`src/rtl/rv_pkg.sv`:
```
// Shared RV32I definitions for the fetch/decode slice: base opcodes and
// sequencer states.
package rv_pkg;

    localparam logic [6:0] OP_IMM = 7'b0010011;
    localparam logic [6:0] LOAD   = 7'b0000011;
    localparam logic [6:0] STORE  = 7'b0100011;
    localparam logic [6:0] BRANCH = 7'b1100011;
    localparam logic [6:0] JAL    = 7'b1101111;
    localparam logic [6:0] JALR   = 7'b1100111;
    localparam logic [6:0] LUI    = 7'b0110111;
    localparam logic [6:0] AUIPC  = 7'b0010111;
    localparam logic [6:0] OP     = 7'b0110011;
    localparam logic [6:0] SYSTEM = 7'b1110011;

    typedef enum logic [1:0] {
        FETCH    = 2'd0,
        MEM_WAIT = 2'd1,
        DECODE   = 2'd2
    } state_t;

endpackage

```
`src/rtl/imm_gen.sv`:
```
// Immediate generator: rebuilds the sign-extended RV32I immediate for the
// instruction format implied by the opcode. Purely combinational.
module imm_gen
    import rv_pkg::*;
(
    input  logic [31:0] instr,
    output logic [31:0] imm
);

    always_comb begin
        imm = '0;
        case (instr[6:0])
            OP_IMM, LOAD, JALR, SYSTEM:
                imm = {{20{instr[31]}}, instr[31:20]};
            STORE:
                imm = {{20{instr[31]}}, instr[31:25], instr[11:7]};
            BRANCH:
                imm = {{19{instr[31]}}, instr[31], instr[7], instr[30:25], instr[11:8], 1'b0};
            LUI, AUIPC:
                imm = {instr[31:12], 12'b0};
            JAL:
                imm = {{11{instr[31]}}, instr[31], instr[19:12], instr[20], instr[30:21], 1'b0};
            default:
                imm = '0;
        endcase
    end

endmodule

```
`src/rtl/fetch_decode_ctrl.sv`:
```
// Fetch/decode sequencer: presents pc to a 1-cycle synchronous instruction
// memory, latches the returned word and exposes its decoded fields.
module fetch_decode_ctrl
    import rv_pkg::*;
#(
    parameter logic [31:0] RESET_PC = 32'h0000_0000
) (
    input  logic        clk,
    input  logic        rst_n,
    input  logic [31:0] read_data,
    output logic [31:0] read_address,
    output logic [31:0] pc,
    output logic [31:0] instr,
    output logic        instr_valid,
    output logic [6:0]  opcode,
    output logic [4:0]  rd,
    output logic [2:0]  funct3,
    output logic [4:0]  rs1,
    output logic [4:0]  rs2,
    output logic [6:0]  funct7,
    output logic [31:0] imm
);

    state_t      state;
    logic [31:0] next_pc;

    assign read_address = pc;

    assign opcode = instr[6:0];
    assign rd     = instr[11:7];
    assign funct3 = instr[14:12];
    assign rs1    = instr[19:15];
    assign rs2    = instr[24:20];
    assign funct7 = instr[31:25];

    imm_gen u_imm_gen (
        .instr (instr),
        .imm   (imm)
    );

    // Only JAL redirects; branches and JALR need register values this block lacks.
    always_comb begin
        next_pc = pc + 32'd4;
        if (opcode == JAL) begin
            next_pc = pc + imm;
        end
    end

    always_ff @(posedge clk) begin
        if (!rst_n) begin
            state       <= FETCH;
            pc          <= RESET_PC;
            instr       <= '0;
            instr_valid <= 1'b0;
        end else begin
            case (state)
                FETCH: begin
                    state       <= MEM_WAIT;
                    instr_valid <= 1'b0;
                end
                MEM_WAIT: begin
                    instr       <= read_data;
                    instr_valid <= 1'b1;
                    state       <= DECODE;
                end
                DECODE: begin
                    pc          <= next_pc;
                    instr_valid <= 1'b0;
                    state       <= FETCH;
                end
                default: begin
                    state       <= FETCH;
                    instr_valid <= 1'b0;
                end
            endcase
        end
    end

endmodule

```
`config.mk`:
```
export PLATFORM = sky130hd
export DESIGN_NAME = fetch_decode_ctrl
export DESIGN_NICKNAME = d
export VERILOG_FILES = /design/src/rtl/rv_pkg.sv /design/src/rtl/imm_gen.sv /design/src/rtl/fetch_decode_ctrl.sv
export SDC_FILE = /design/constraint.sdc
export NUM_CORES = 1
export LEC_CHECK = 0
export CAP_MARGIN = 20
export CORE_ASPECT_RATIO = 1.5
export CORE_UTILIZATION = 42
export DETAILED_ROUTE_END_ITERATION = 12
export PLACE_DENSITY = 0.78
export SYNTH_ARGS = -nofsm -noshare
export SYNTH_HDL_FRONTEND = slang
export SYNTH_SLANG_ARGS = --single-unit
```
`constraint.sdc`:
```
create_clock -name clk -period 3.6 [get_ports clk]
set_clock_uncertainty 0.05 [all_clocks]
set_input_delay 0.36 -clock clk [delete_from_list [all_inputs] [get_ports clk]]
set_output_delay 0.36 -clock clk [all_outputs]
set_load 0.01 [all_outputs]
```
# == Word-level counts from Yosys, hierarchy flattened ==
# Cells that the tools add are included.
# word_totals
ff_bits,67
inputBits,34
out_inout_bits,161
wordCells,24
# classes
n_addsub,2
n_eq_ne,11
mux,4
n_reduce_logical,3
# op_table
cell,n
$pmux 32 s5,1
$add 32x3->32 const B,1
$add 32x32->32,1
$mux 32,1
$eq 7x7->1 const B,4
$eq 7x5->1 const B,2
$eq 7x6->1 const B,2
$eq 7x2->1 const B,1
$pmux 2 s2,1
$reduce_or 4->1,1
$eq 2x1->1 const B,1
$eq 2x2->1 const B,1
$logic_not 2->1,1
$reduce_or 2->1,1
$mux 1,1

# == Longest topological paths before layout ==
# Gate-level depths: netlist (run 1).
# logic_depth
ltp_word,5
mapped_depth,17
depth_no_buf,15

# == Modules after synthesis ==
# Synthesis (run 1) repeated with hierarchy kept, for this count alone.
# unflattened
hier_cells,789
area_unflattened_um2,5849.4
# modules_own_cells
module,n_inst,cells_each,area_each_um2,seq_area_each_um2
fetch_decode_ctrl,1,707,5291.3,1321.3
imm_gen,1,82,558.0,0.0

# == Worst setup path before layout (run 1) ==
# OpenSTA, ideal clock, no wires.
# synth_path
kind,reg2reg
from,register instr[1]
to,register pc[22]
setup_ns,0.132
t_arrival_ns,3.743
required_ns,3.418
path_slack_ns,-0.326
stages_incl_launch_ff,15
path_buffers,1
period_less_slack_ns,3.926
cell_sequence,dfxtp_1 -> and2_1 -> clkbuf_1 -> nor2b_1 -> nor4b_1 -> a22o_1 -> ha_1 -> a21o_1 -> a311oi_1 -> o31a_1 -> o21ai_1 -> or2_2 -> a21oi_1 -> xor2_1 -> a21oi_1
# synth_between
elab_chain_len,5
elab_cells_between_ends,14
cone_classes,add/sub: 1; eq/ne: 9; mux: 2; reduce/logical: 2
# synth_lines
item,line_no,source
"start, declared",fetch_decode_ctrl.sv:13,"output logic [31:0] instr,"
"start signal, assigned",fetch_decode_ctrl.sv:62,instr <= read_data;
"$eq 7x5->1, or another cell as far along",imm_gen.sv:12,case (instr[6:0])
$reduce_or 4->1 or $reduce_or 2->1 (tied branches),imm_gen.sv:12,
$pmux 32 s5 (*),imm_gen.sv:12,
net imm[2],fetch_decode_ctrl.sv:21,output logic [31:0] imm
$add 32x32->32 (*),fetch_decode_ctrl.sv:45,next_pc = pc + imm;
$mux 32 (*),fetch_decode_ctrl.sv:44,if (opcode == JAL) begin
"end signal, assigned",fetch_decode_ctrl.sv:67,pc <= next_pc;
"end, declared",fetch_decode_ctrl.sv:12,"output logic [31:0] pc,"
# Mark *: on every way through the listed nets, which the timed path passes. The rest lies on a longest branch.
# A chain may end at the register's enable or synchronous reset.

# == Final worst setup path (run 1) ==
# layout_path
from,register instr[1]
to,register pc[22]
# layout_between
elab_chain_len,5
elab_cells_between_ends,14
cone_classes,add/sub: 1; eq/ne: 9; mux: 2; reduce/logical: 2
# layout_lines
item,line_no
"$eq 7x5->1, or another cell as far along",imm_gen.sv:12
$reduce_or 4->1 or $reduce_or 2->1 (tied branches),imm_gen.sv:12
$pmux 32 s5,imm_gen.sv:12
$add 32x32->32,fetch_decode_ctrl.sv:45
$mux 32 (*),fetch_decode_ctrl.sv:44
# Mark *: on every way between the ends. The rest lies on a longest branch, timed or not.

==> results by group, run 1 <==
STA
  • Fmax: 290 MHz
  • Worst-Margin Slew: 0.781 ns
  • Final hold vios: 0
  • Setup Viol. Count Final: 0
  • Minimum period implied by the final worst setup slack: 3.45 ns
  • Final worst path period share: 0.958
  • Pins over their slew limit: 0
  • Slew headroom: 0.475
  • Setup TNS: 0 ns

Place
  • Placed instance count: 1,070
  • Final Wtd Congestion: 0.962
  • DP HPWL: 15.6 mm
  • Area after DPL: 7430 sq um
  • Number of port buffers: 194

Setup path
  • RR Startpoint: instr[1]$_SDFFE_PN0P_
  • Worst EP required: 3.77 ns
  • Max FO, Critical Path: 7
  • Setup CP Type: reg2reg
  • R2R setup slack: 0.15 ns
  • R2r worst-path depth: 15
  • CP arrival: 3.62 ns
  • CP startpoint kind: flop
  • Critical Path End Type: flop
  • Reg-to-Reg End: pc[22]$_SDFFE_PN0N_

Die
  • Die width: 95.7 microns
  • Die area: 13,600 sq um
  • Starting Density: 0.429
  • Die Height: 143 microns
  • Num rows: 51
  • Core area: 12,900 sq um
  • Top Ports: 195

Layout
  • Antenna Cells: 0
  • Final Instance Area: 7820 sq um
  • Leading cell type in the layout, fill and taps excluded: clkdlybuf4s50_1
  • Synth-to-Final Area Change: 41.5%
  • Final std cells w/o fill: 1,087
  • Final nets: 990
  • Share of layout cells above drive strength 1: 0.107
  • Most frequent cells in the layout: 194 x clkdlybuf4s50_1, 129 x nand2_1, 117 x a21oi_1

Global routing
  • Total track usage: 0.300
  • Vias in the first global route: 5,922
  • Initial antenna violation count: 0
  • Wire length of the first global-routing pass: 31.3 mm
  • Largest net degree at the start of global routing: 32
  • Total gr overflow: 0

Clock network
  • H-tree Lvls: 3
  • Root Buffer: clkbuf_16
  • Hold_buf cts: 0
  • Reg clk slew, reported paths: 0.06 ns
  • CTS tree: built
  • TritonCTS Sinks: 66
  • Num CTS Buffers: 9
  • Clk_lat worst skew: 0.34 ns
  • Clk buf depth: 2

Routing
  • Initial DRC count: 376
  • Wire per inst: 18.6 microns
  • Final wirelength: 20.3 mm
  • Remaining DRCs: 0
  • Via density per instance: 5.82
  • Post-DRT Antenna Nets: 0
  • Vias after detailed routing: 6,328
  • 1st-pass router iterations: 6

Power and ir drop
  • P per Cell Area: 261 nW/um^2
  • Pwr Total: 2.04 mW
  • Peak supply drop: 246 uV
  • Leakage: 3.06 nW

Min path
  • HP Class: reg2reg
  • Worst hold stages: 1
  • Hold EP: state[0]$_SDFF_PN0_
  • Worst Hold Launch: state[0]$_SDFF_PN0_

Synthesis
  • Sequential area share after synthesis: 0.239
  • YS warnings: 0
  • Number of synthesized flops with an enable pin: 0
  • Synthesized flop and latch total: 66
  • Syn Std Cell Area: 5530 sq um
  • Synth top area share: 0.239
  • Post-synth ARST share: 0
  • Synth top area cells: dfxtp_1 24%, a21oi_1 11%, nand2_1 8.8%
  • Syn Nets: 838
  • Synth Instances: 771
  • Syn Area/Cell: 7.17 sq um
  • Yosys cell types: 60
  • Area leader, netlist: dfxtp_1
  • Ys flop type: dfxtp_1

Run status
  • Status: complete, no violations

Run
  • Max-cap violations: 0
worst max-delay path, cell delays in order (launching register included):
cell and delay (ns):
dfxtp_1 0.31, and2_1 0.16, nor2b_1 0.16, nor4b_4 0.14
buf_4 0.16, a32o_1 0.28, ha_2 0.20, fa_2 0.36
a21o_1 0.20, a311oi_2 0.32, o31a_1 0.21, o21ai_2 0.10
or2_2 0.30, a21oi_1 0.16, xor2_1 0.15, a21oi_1 0.08
state kept, by name, summed over array words and instances, names as in the netlist:
register and flops:
pc 32, instr_valid 1, state 1, instr 32
power by group:
part	total [mW]	internal, mW	switching, mW
logic	0.329	0.178	0.151
registers	0.807	0.760	0.0471
clock network	0.907	0.555	0.353
worst max-delay path by stage:
stage | to | slack (ns) | depth (start not counted) | startpoint
after floorplan | pc[28]$_SDFFE_PN0N_ | 0.0006 | 15 | instr[1]$_SDFFE_PN0P_
after global placement | pc[30]$_SDFFE_PN0N_ | 0.06 | 13 | instr[4]$_SDFFE_PN0P_
after detailed placement | pc[30]$_SDFFE_PN0N_ | -0.04 | 13 | instr[1]$_SDFFE_PN0P_
after CTS | pc[22]$_SDFFE_PN0N_ | 0.02 | 13 | instr[2]$_SDFFE_PN0P_
after global routing | pc[21]$_SDFFE_PN0N_ | -0.04 | 16 | instr[6]$_SDFFE_PN0P_
final | pc[22]$_SDFFE_PN0N_ | 0.15 | 15 | instr[1]$_SDFFE_PN0P_
cells by family after synthesis:
family / synth area share
fa+ha+maj: 0.0761
simple gates: 0.228
mux: 0.00747
flops: 0.239
buf+inv: 0.122
compound gates: 0.285
xor+xnor: 0.0428
synthesized netlist by cell type (all sizes together) (4+ instances only):
cell type	instances
nand2	129
a21oi	121
buf	69
dfxtp	66
o21ai	50
nor2	45
clkbuf	34
ha	32
a21o	31
nor3	20
xor2	15
nand3	14
nand4	14
and3	13
xnor2	12
o221ai	11
inv	8
nor2b	6
o22ai	6
nor4	5
a22o	4
a311oi	4
a31oi	4
and4	4
o21a	4
o21bai	4
or2	4
cell type report:
cell class              count  area (sq um)
clock buffers              10           239
clock inverters             6          66.3
fillers                  1213          5070
inverters                   8          30.0
multi-input cells         594          3620
flip-flops and latches     66          1320
well taps                 159           199
repair buffers            244          2340
timing repair:
action                     4_1_cts  5_1_grt
setup endpoints to repair        2       12
setup buffers                    0        1
pin swaps                        0        2
gates resized for setup          3       19
per-layer routing:
metal | up-vias | part of all wire | track usage
li1 | 3023 | - | -
met1 | 2967 | 0.40 | 0.354
met2 | 282 | 0.50 | 0.526
met3 | 56 | 0.059 | 0.0385
met4 | 0 | 0.039 | 0.139
met5 | - | 0 | 0
through the flow:
| step | utilization | setup slack [ns] | hold slack (ns) |
|---|---|---|---|
| 2_1_floorplan | - | 0.000643 | 0.407 |
| 3_3_place_gp | 0.573 | 0.0640 | 0.421 |
| 3_5_place_dp | 0.577 | -0.0365 | 0.437 |
| 4_1_cts | 0.602 | 0.0222 | 0.448 |
| 5_1_grt | 0.607 | -0.0410 | 0.472 |
| 6_report | 0.607 | 0.150 | 0.448 |
(Power assumes the default switching activity.)
==> inputs of run 2 (changes only) <==
--- a/config.mk
+++ b/config.mk
@@ -7,6 +7,7 @@
 export LEC_CHECK = 0
 export CAP_MARGIN = 20
 export CORE_ASPECT_RATIO = 1.5
+export CORE_MARGIN = 2
 export CORE_UTILIZATION = 42
 export DETAILED_ROUTE_END_ITERATION = 12
 export PLACE_DENSITY = 0.78
==> results by group, run 2 (synthesis gave the netlist of run 1 again) <==
Global routing
  • Total gr overflow: 0 (unchanged)
  • Largest net degree at the start of global routing: 42 (+31%)
  • Wire length of the first global-routing pass: 30.7 mm (-1.7%)
  • Vias in the first global route: 5,792 (-2.2%)
  • Total track usage: 0.274 (-0.0258)
  • Initial antenna violation count: 0 (unchanged)

Setup path
  • Crit path top cell by count: a21oi_1
  • RR Startpoint: instr[2]$_SDFFE_PN0P_
  • Critical path's slowest cell: fa_1
  • CP arrival: 3.66 ns (+0.04 ns)
  • Critical Path Start: instr[2]$_SDFFE_PN0P_
  • R2R setup slack: 0.11 ns (-0.04 ns)
  • CP Cell Sequence: and4b_4 -> o21a_1 -> a32o_1 -> ha_2 -> fa_1 -> a21o_1 -> a311oi_4 -> o31a_1 -> o21ai_1 -> or2_2 -> a21oi_1 -> xor2_1 -> a21oi_1
  • Setup CP Type: reg2reg
  • Worst EP required: 3.77 ns (about the same)
  • Max FO, Critical Path: 6 (-1)
  • CP startpoint kind: flop
  • Slowest Stage Delay on Critical Path: 0.42 ns (+0.06 ns)
  • Critical Path End Type: flop

Die
  • Core area: 12,900 sq um (unchanged)
  • Die area: 14,100 sq um (+3.5%)
  • Die Height: 145 microns (+1.4%)
  • Die width: 97.7 microns (+2.1%)
  • Starting Density: 0.429 (unchanged)
  • Top Ports: 195 (unchanged)
  • Num rows: 51 (unchanged)

STA
  • Final worst path period share: 0.969 (+0.0105)
  • Slew headroom: 0.530 (+0.0548)
  • Hold_ws: 0.444 ns (-0.00374 ns)
  • RSZ-0062 raised after global routing: yes
  • Pins over their slew limit: 0 (unchanged)
  • Setup Viol. Count Final: 0 (unchanged)
  • Setup TNS: 0 ns (unchanged)
  • Final hold vios: 0 (unchanged)
  • Fmax: 287 MHz (-1.1%)
  • Worst-Margin Slew: 0.705 ns (-0.0762 ns)
  • Minimum period implied by the final worst setup slack: 3.49 ns (+0.0377 ns)

Clock network
  • Num CTS Buffers: 9 (unchanged)
  • H-tree Lvls: 3 (unchanged)
  • Clk_lat worst skew: 0.35 ns (about the same)
  • CTS tree: built
  • Clk buf depth: 2 (unchanged)
  • Reg clk slew, reported paths: 0.06 ns (about the same)
  • TritonCTS Sinks: 66 (unchanged)
  • Root Buffer: clkbuf_16

Run
  • Max-cap violations: 0 (unchanged)

Min path
  • Worst Hold Launch: instr[11]$_SDFFE_PN0P_
  • HP Class: reg2reg

Routing
  • 1st-pass router iterations: 5 (-1)
  • Final wirelength: 20.1 mm (-0.68%)
  • Via density per instance: 5.82 (about the same)
  • Wire per inst: 18.6 microns (about the same)
  • Remaining DRCs: 0 (unchanged)
  • Vias after detailed routing: 6,280 (-0.76%)
  • Post-DRT Antenna Nets: 0 (unchanged)
  • Initial DRC count: 334 (-11%)

Power and ir drop
  • Peak supply drop: 206 uV (-16%)
  • P per Cell Area: 264 nW/um^2 (+1.1%)
  • Leakage: 3.05 nW (-0.63%)

Layout
  • Antenna Cells: 0 (unchanged)
  • Final std cells w/o fill: 1,079 (-0.74%)
  • Most frequent cells in the layout: 194 x clkdlybuf4s50_1, 129 x nand2_1, 117 x a21oi_1
  • Final nets: 982 (-0.81%)
  • Synth-to-Final Area Change: 40.9%
  • Leading cell type in the layout, fill and taps excluded: clkdlybuf4s50_1
  • Largest registers: instr (32), pc (32)
  • Filler Cell Count: 1,158 (-4.5%)
  • Share of layout cells above drive strength 1: 0.101 (-0.00559)

Place
  • DP HPWL: 15.4 mm (-1.4%)
  • Final Wtd Congestion: 0.988 (+2.7%)
  • Placed instance count: 1,062 (-0.75%)
  • Number of port buffers: 194 (unchanged)

Run status
  • Status: complete, no violations
## run 2: cell count changes in the layout (fill, tap and decap cells not counted), moves of 2 or more
cell | before | now
buf_4 | 48 | 41
clkinvlp_4 | 3 | 1
inv_6 | 0 | 5
a311oi_2 | 2 | 0
## run 2: worst max-delay path: cells and delay by family, from the launching register on
kind            cells  cell delay (ns)
compound gates      8             1.56
fa+ha+maj           2             0.63
flops               1             0.39
simple gates        2             0.57
xor+xnor            1             0.16
## run 2: path summary, 6_finish.rpt
| path | end | depth (start not counted) |
|---|---|---|
| max reg2reg | pc[22]$_SDFFE_PN0N_ | 13 |
| max | pc[22]$_SDFFE_PN0N_ | 13 |
| min reg2reg | instr[11]$_SDFFE_PN0P_ | 2 |
| min | instr[11]$_SDFFE_PN0P_ | 2 |
## run 2: report_power, final
group | total, mW | switching [mW] | internal [mW]
clock network | 0.924 | 0.375 | 0.548
registers | 0.807 | 0.0470 | 0.760
logic | 0.325 | 0.151 | 0.174
total | 2.06 | 0.574 | 1.48
## run 2: layout make-up
class                   count  area [sq um]  area share
flip-flops and latches     66          1330       0.170
clock inverters             7          81.3      0.0104
multi-input cells         594          3660       0.470
clock buffers               9           225      0.0289
inverters                   8          30.0     0.00386
well taps                 159           199      0.0256
repair buffers            236          2260       0.291
## run 2: what timing repair did
action	CTS	global route
setup endpoints to repair	2	19
endpoints found under the hold margin	0	0
resized for setup	2	25
setup buffers	0	1
hold buffers	0	0
pin swaps	0	5
## run 2: routing by layer
layer | routed length (microns) | vias up | part of all wire | track usage
met3 | 1310 | 72 | 0.065 | 0.0445
li1 | - | 3016 | - | -
met1 | 7880 | 2877 | 0.39 | 0.323
met5 | 0 | - | 0 | 0
met4 | 1110 | 0 | 0.055 | 0.152
met2 | 9820 | 315 | 0.49 | 0.473
## run 2: through the flow
| step | worst slack (ns) | power, mW | util | instance area, sq um |
|---|---|---|---|---|
| 4_1_cts | 0.0222 | 2.07 | 0.595 | 7670 |
| 3_5_place_dp | 0.0499 | 1.14 | 0.571 | 7350 |
| 3_3_place_gp | 0.0690 | 1.13 | 0.569 | 7340 |
| 6_report | 0.113 | 2.06 | 0.604 | 7790 |
| 5_1_grt | -0.0319 | 2.13 | 0.604 | 7790 |
| 2_1_floorplan | 0.000643 | 0.967 | - | 5540 |
==> inputs of run 3 (changes only) <==
--- a/config.mk
+++ b/config.mk
@@ -11,6 +11,7 @@
 export CORE_UTILIZATION = 42
 export DETAILED_ROUTE_END_ITERATION = 12
 export PLACE_DENSITY = 0.78
+export REMOVE_ABC_BUFFERS = 1
 export SYNTH_ARGS = -nofsm -noshare
 export SYNTH_HDL_FRONTEND = slang
 export SYNTH_SLANG_ARGS = --single-unit
==> results by group, run 3 (synthesis gave the netlist of run 1 again) <==
Run status
  • Status: complete, no violations

Place
  • Number of port buffers: 194 (unchanged)
  • Final Wtd Congestion: 0.959 (-2.9%)
  • DP HPWL: 15.5 mm (+0.84%)
  • Placed instance count: 1,070 (+0.75%)

Power and ir drop
  • Sequential power share: 0.385 (-0.008)
  • P per Cell Area: 268 nW/um^2 (+1.6%)
  • Pint: 1.55 mW (+4.9%)
  • Gate power share: 0.153 (-0.005)
  • Sw power: 0.546 mW (-4.9%)
  • Pwr Total: 2.10 mW (+2.2%)
  • Sw frac: 0.260 (-0.0192)
  • Clock power share: 0.462 (+0.013)
  • Peak supply drop: 200 uV (-3.0%)
  • Leakage: 3.07 nW (+0.89%)

Routing
  • Vias after detailed routing: 6,409 (+2.1%)
  • Wire per inst: 19.1 microns (+2.3%)
  • Via density per instance: 5.90 (+1.4%)
  • Final wirelength: 20.7 mm (+2.9%)
  • Initial DRC count: 421 (+26%)
  • 1st-pass router iterations: 7 (+2)
  • Post-DRT Antenna Nets: 0 (unchanged)
  • Remaining DRCs: 0 (unchanged)

Layout
  • Final std cells w/o fill: 1,086 (+0.65%)
  • Most frequent cells in the layout: 194 x clkdlybuf4s50_1, 129 x nand2_1, 116 x a21oi_1
  • Antenna Cells: 0 (unchanged)
  • Largest registers: instr (32), pc (32)
  • Multi-input logic area: 3630 sq um (-0.75%)
  • Reg area: 1330 sq um (+0.38%)
  • Filler Cell Count: 1,170 (+1.0%)
  • Leading cell type in the layout, fill and taps excluded: clkdlybuf4s50_1
  • Synth-to-Final Area Change: 41.6%
  • Share of layout cells above drive strength 1: 0.107 (+0.00571)
  • Final core occ: 0.607 (+0.00330)
  • Final nets: 990 (+0.81%)

Global routing
  • Total track usage: 0.278 (+0.00451)
  • Largest net degree at the start of global routing: 34 (-19%)
  • Vias in the first global route: 5,902 (+1.9%)
  • Total gr overflow: 0 (unchanged)
  • Wire length of the first global-routing pass: 30.9 mm (+0.72%)
  • Initial antenna violation count: 0 (unchanged)

STA
  • Final hold vios: 0 (unchanged)
  • RSZ-0062 raised after global routing: yes
  • Final worst path period share: 0.961 (-0.00784)
  • Worst-Margin Slew: 0.598 ns (-0.107 ns)
  • Setup Viol. Count Final: 0 (unchanged)
  • Fmax: 289 MHz (+0.82%)
  • Slew headroom: 0.602 (+0.0714)
  • Minimum period implied by the final worst setup slack: 3.46 ns (-0.0282 ns)
  • Pins over their slew limit: 0 (unchanged)

Die
  • Die Height: 145 microns (unchanged)
  • Die area: 14,100 sq um (unchanged)
  • Top Ports: 195 (unchanged)
  • Num rows: 51 (unchanged)
  • Die width: 97.7 microns (unchanged)
  • Starting Density: 0.429 (unchanged)
  • Core area: 12,900 sq um (unchanged)

Setup path
  • CP startpoint kind: flop
  • Reg-to-Reg End: pc[31]$_SDFFE_PN0N_
  • Max FO, Critical Path: 11 (+5)
  • Setup CP Type: reg2reg
  • CP arrival: 3.64 ns (-0.02 ns)
  • RR Startpoint: instr[4]$_SDFFE_PN0P_
  • R2R setup slack: 0.14 ns (+0.03 ns)
  • CP Cell Sequence: nor2b_2 -> nor3_1 -> a21oi_1 -> o31ai_1 -> buf_4 -> and3_2 -> a21o_1 -> ha_1 -> a21oi_2 -> o21ai_1 -> nor3_1 -> nand3_1 -> a311oi_1 -> xnor2_1 -> a21oi_1 -> nor2_1
  • Critical Path End Type: flop
  • Critical path's slowest cell: ha_1
  • Worst EP required: 3.78 ns (about the same)
  • R2r worst-path depth: 16 (+3)
  • Slowest Stage Delay on Critical Path: 0.39 ns (-0.03 ns)

Clock network
  • Root Buffer: clkbuf_16
  • Reg clk slew, reported paths: 0.06 ns (about the same)
  • Num CTS Buffers: 9 (unchanged)
  • Hold_buf cts: 0 (unchanged)
  • Clk buf depth: 2 (unchanged)
  • H-tree Lvls: 3 (unchanged)
  • Clk_lat worst skew: 0.34 ns (about the same)
  • CTS tree: built
  • TritonCTS Sinks: 66 (unchanged)

Min path
  • Hold EP: state[0]$_SDFF_PN0_
  • HP Class: reg2reg
  • Worst Hold Launch: state[0]$_SDFF_PN0_
  • Worst hold stages: 1 (-1)

Run
  • Max-cap violations: 0 (unchanged)
run 3: worst max path at each step:
| stage | start | cells after the start | to |
|---|---|---|---|
| after global placement | instr[1]$_SDFFE_PN0P_ | 15 | pc[28]$_SDFFE_PN0N_ |
| after floorplan | instr[2]$_SDFFE_PN0P_ | 13 | pc[22]$_SDFFE_PN0N_ |
| after global routing | instr[4]$_SDFFE_PN0P_ | 16 | pc[30]$_SDFFE_PN0N_ |
| final | instr[4]$_SDFFE_PN0P_ | 16 | pc[31]$_SDFFE_PN0N_ |
| after detailed placement | instr[1]$_SDFFE_PN0P_ | 15 | pc[24]$_SDFFE_PN0N_ |
| after CTS | instr[1]$_SDFFE_PN0P_ | 15 | pc[22]$_SDFFE_PN0N_ |
run 3: repair_timing:
action	in CTS	in global routing
endpoints found under the setup margin	3	17
setup buffers	0	1
pin swaps	0	4
gates resized for setup	2	28
run 3: critical path, delay by kind of cell, from the launching register on:
kind,cells,cell delay [ns]
AOI/OAI and AO/OA,7,1.33
and+or+nand+nor,6,0.93
adders and majority gates,1,0.39
DFF,1,0.38
buffers and inverters,1,0.16
xor gates and xnor gates,1,0.10
run 3: metal layers:
layer | wire length [microns] | part of all wire | GRT usage
met5 | 0 | 0 | 0
met4 | 1090 | 0.053 | 0.161
met3 | 1380 | 0.067 | 0.0329
met2 | 10300 | 0.50 | 0.507
met1 | 7940 | 0.38 | 0.312
run 3: cell type report:
| type | count | share of cell area |
|---|---|---|
| clock inverter | 4 | 0.00975 |
| inverter | 8 | 0.00384 |
| clock buffer | 11 | 0.0310 |
| timing repair buffer | 244 | 0.296 |
| sequential | 66 | 0.170 |
| multi-input combinational | 594 | 0.464 |
| tap | 159 | 0.0254 |
run 3: metrics by stage:
step | setup slack [ns] | hold WS, ns | instance area (sq um) | TNS, ns
final | 0.141 | 0.452 | 7830 | 0
after global routing | -0.132 | 0.473 | 7830 | -0.726
after CTS | 0.0338 | 0.454 | 7720 | 0
after detailed placement | 0.0336 | 0.446 | 7390 | 0
after global placement | 0.0431 | 0.433 | 7390 | 0
after floorplan | -0.357 | 0.407 | 4880 | -2.39
run 3: power by group through the flow:
| stage | Clock, mW | Combinational, mW | Sequential [mW] |
|---|---|---|---|
| floorplan | 0 | 0.0865 | 0.835 |
| global placement | 0 | 0.312 | 0.820 |
| detailed placement | 0 | 0.315 | 0.821 |
| CTS | 0.968 | 0.317 | 0.805 |
| global route | 0.992 | 0.341 | 0.811 |
| finish | 0.971 | 0.321 | 0.808 |
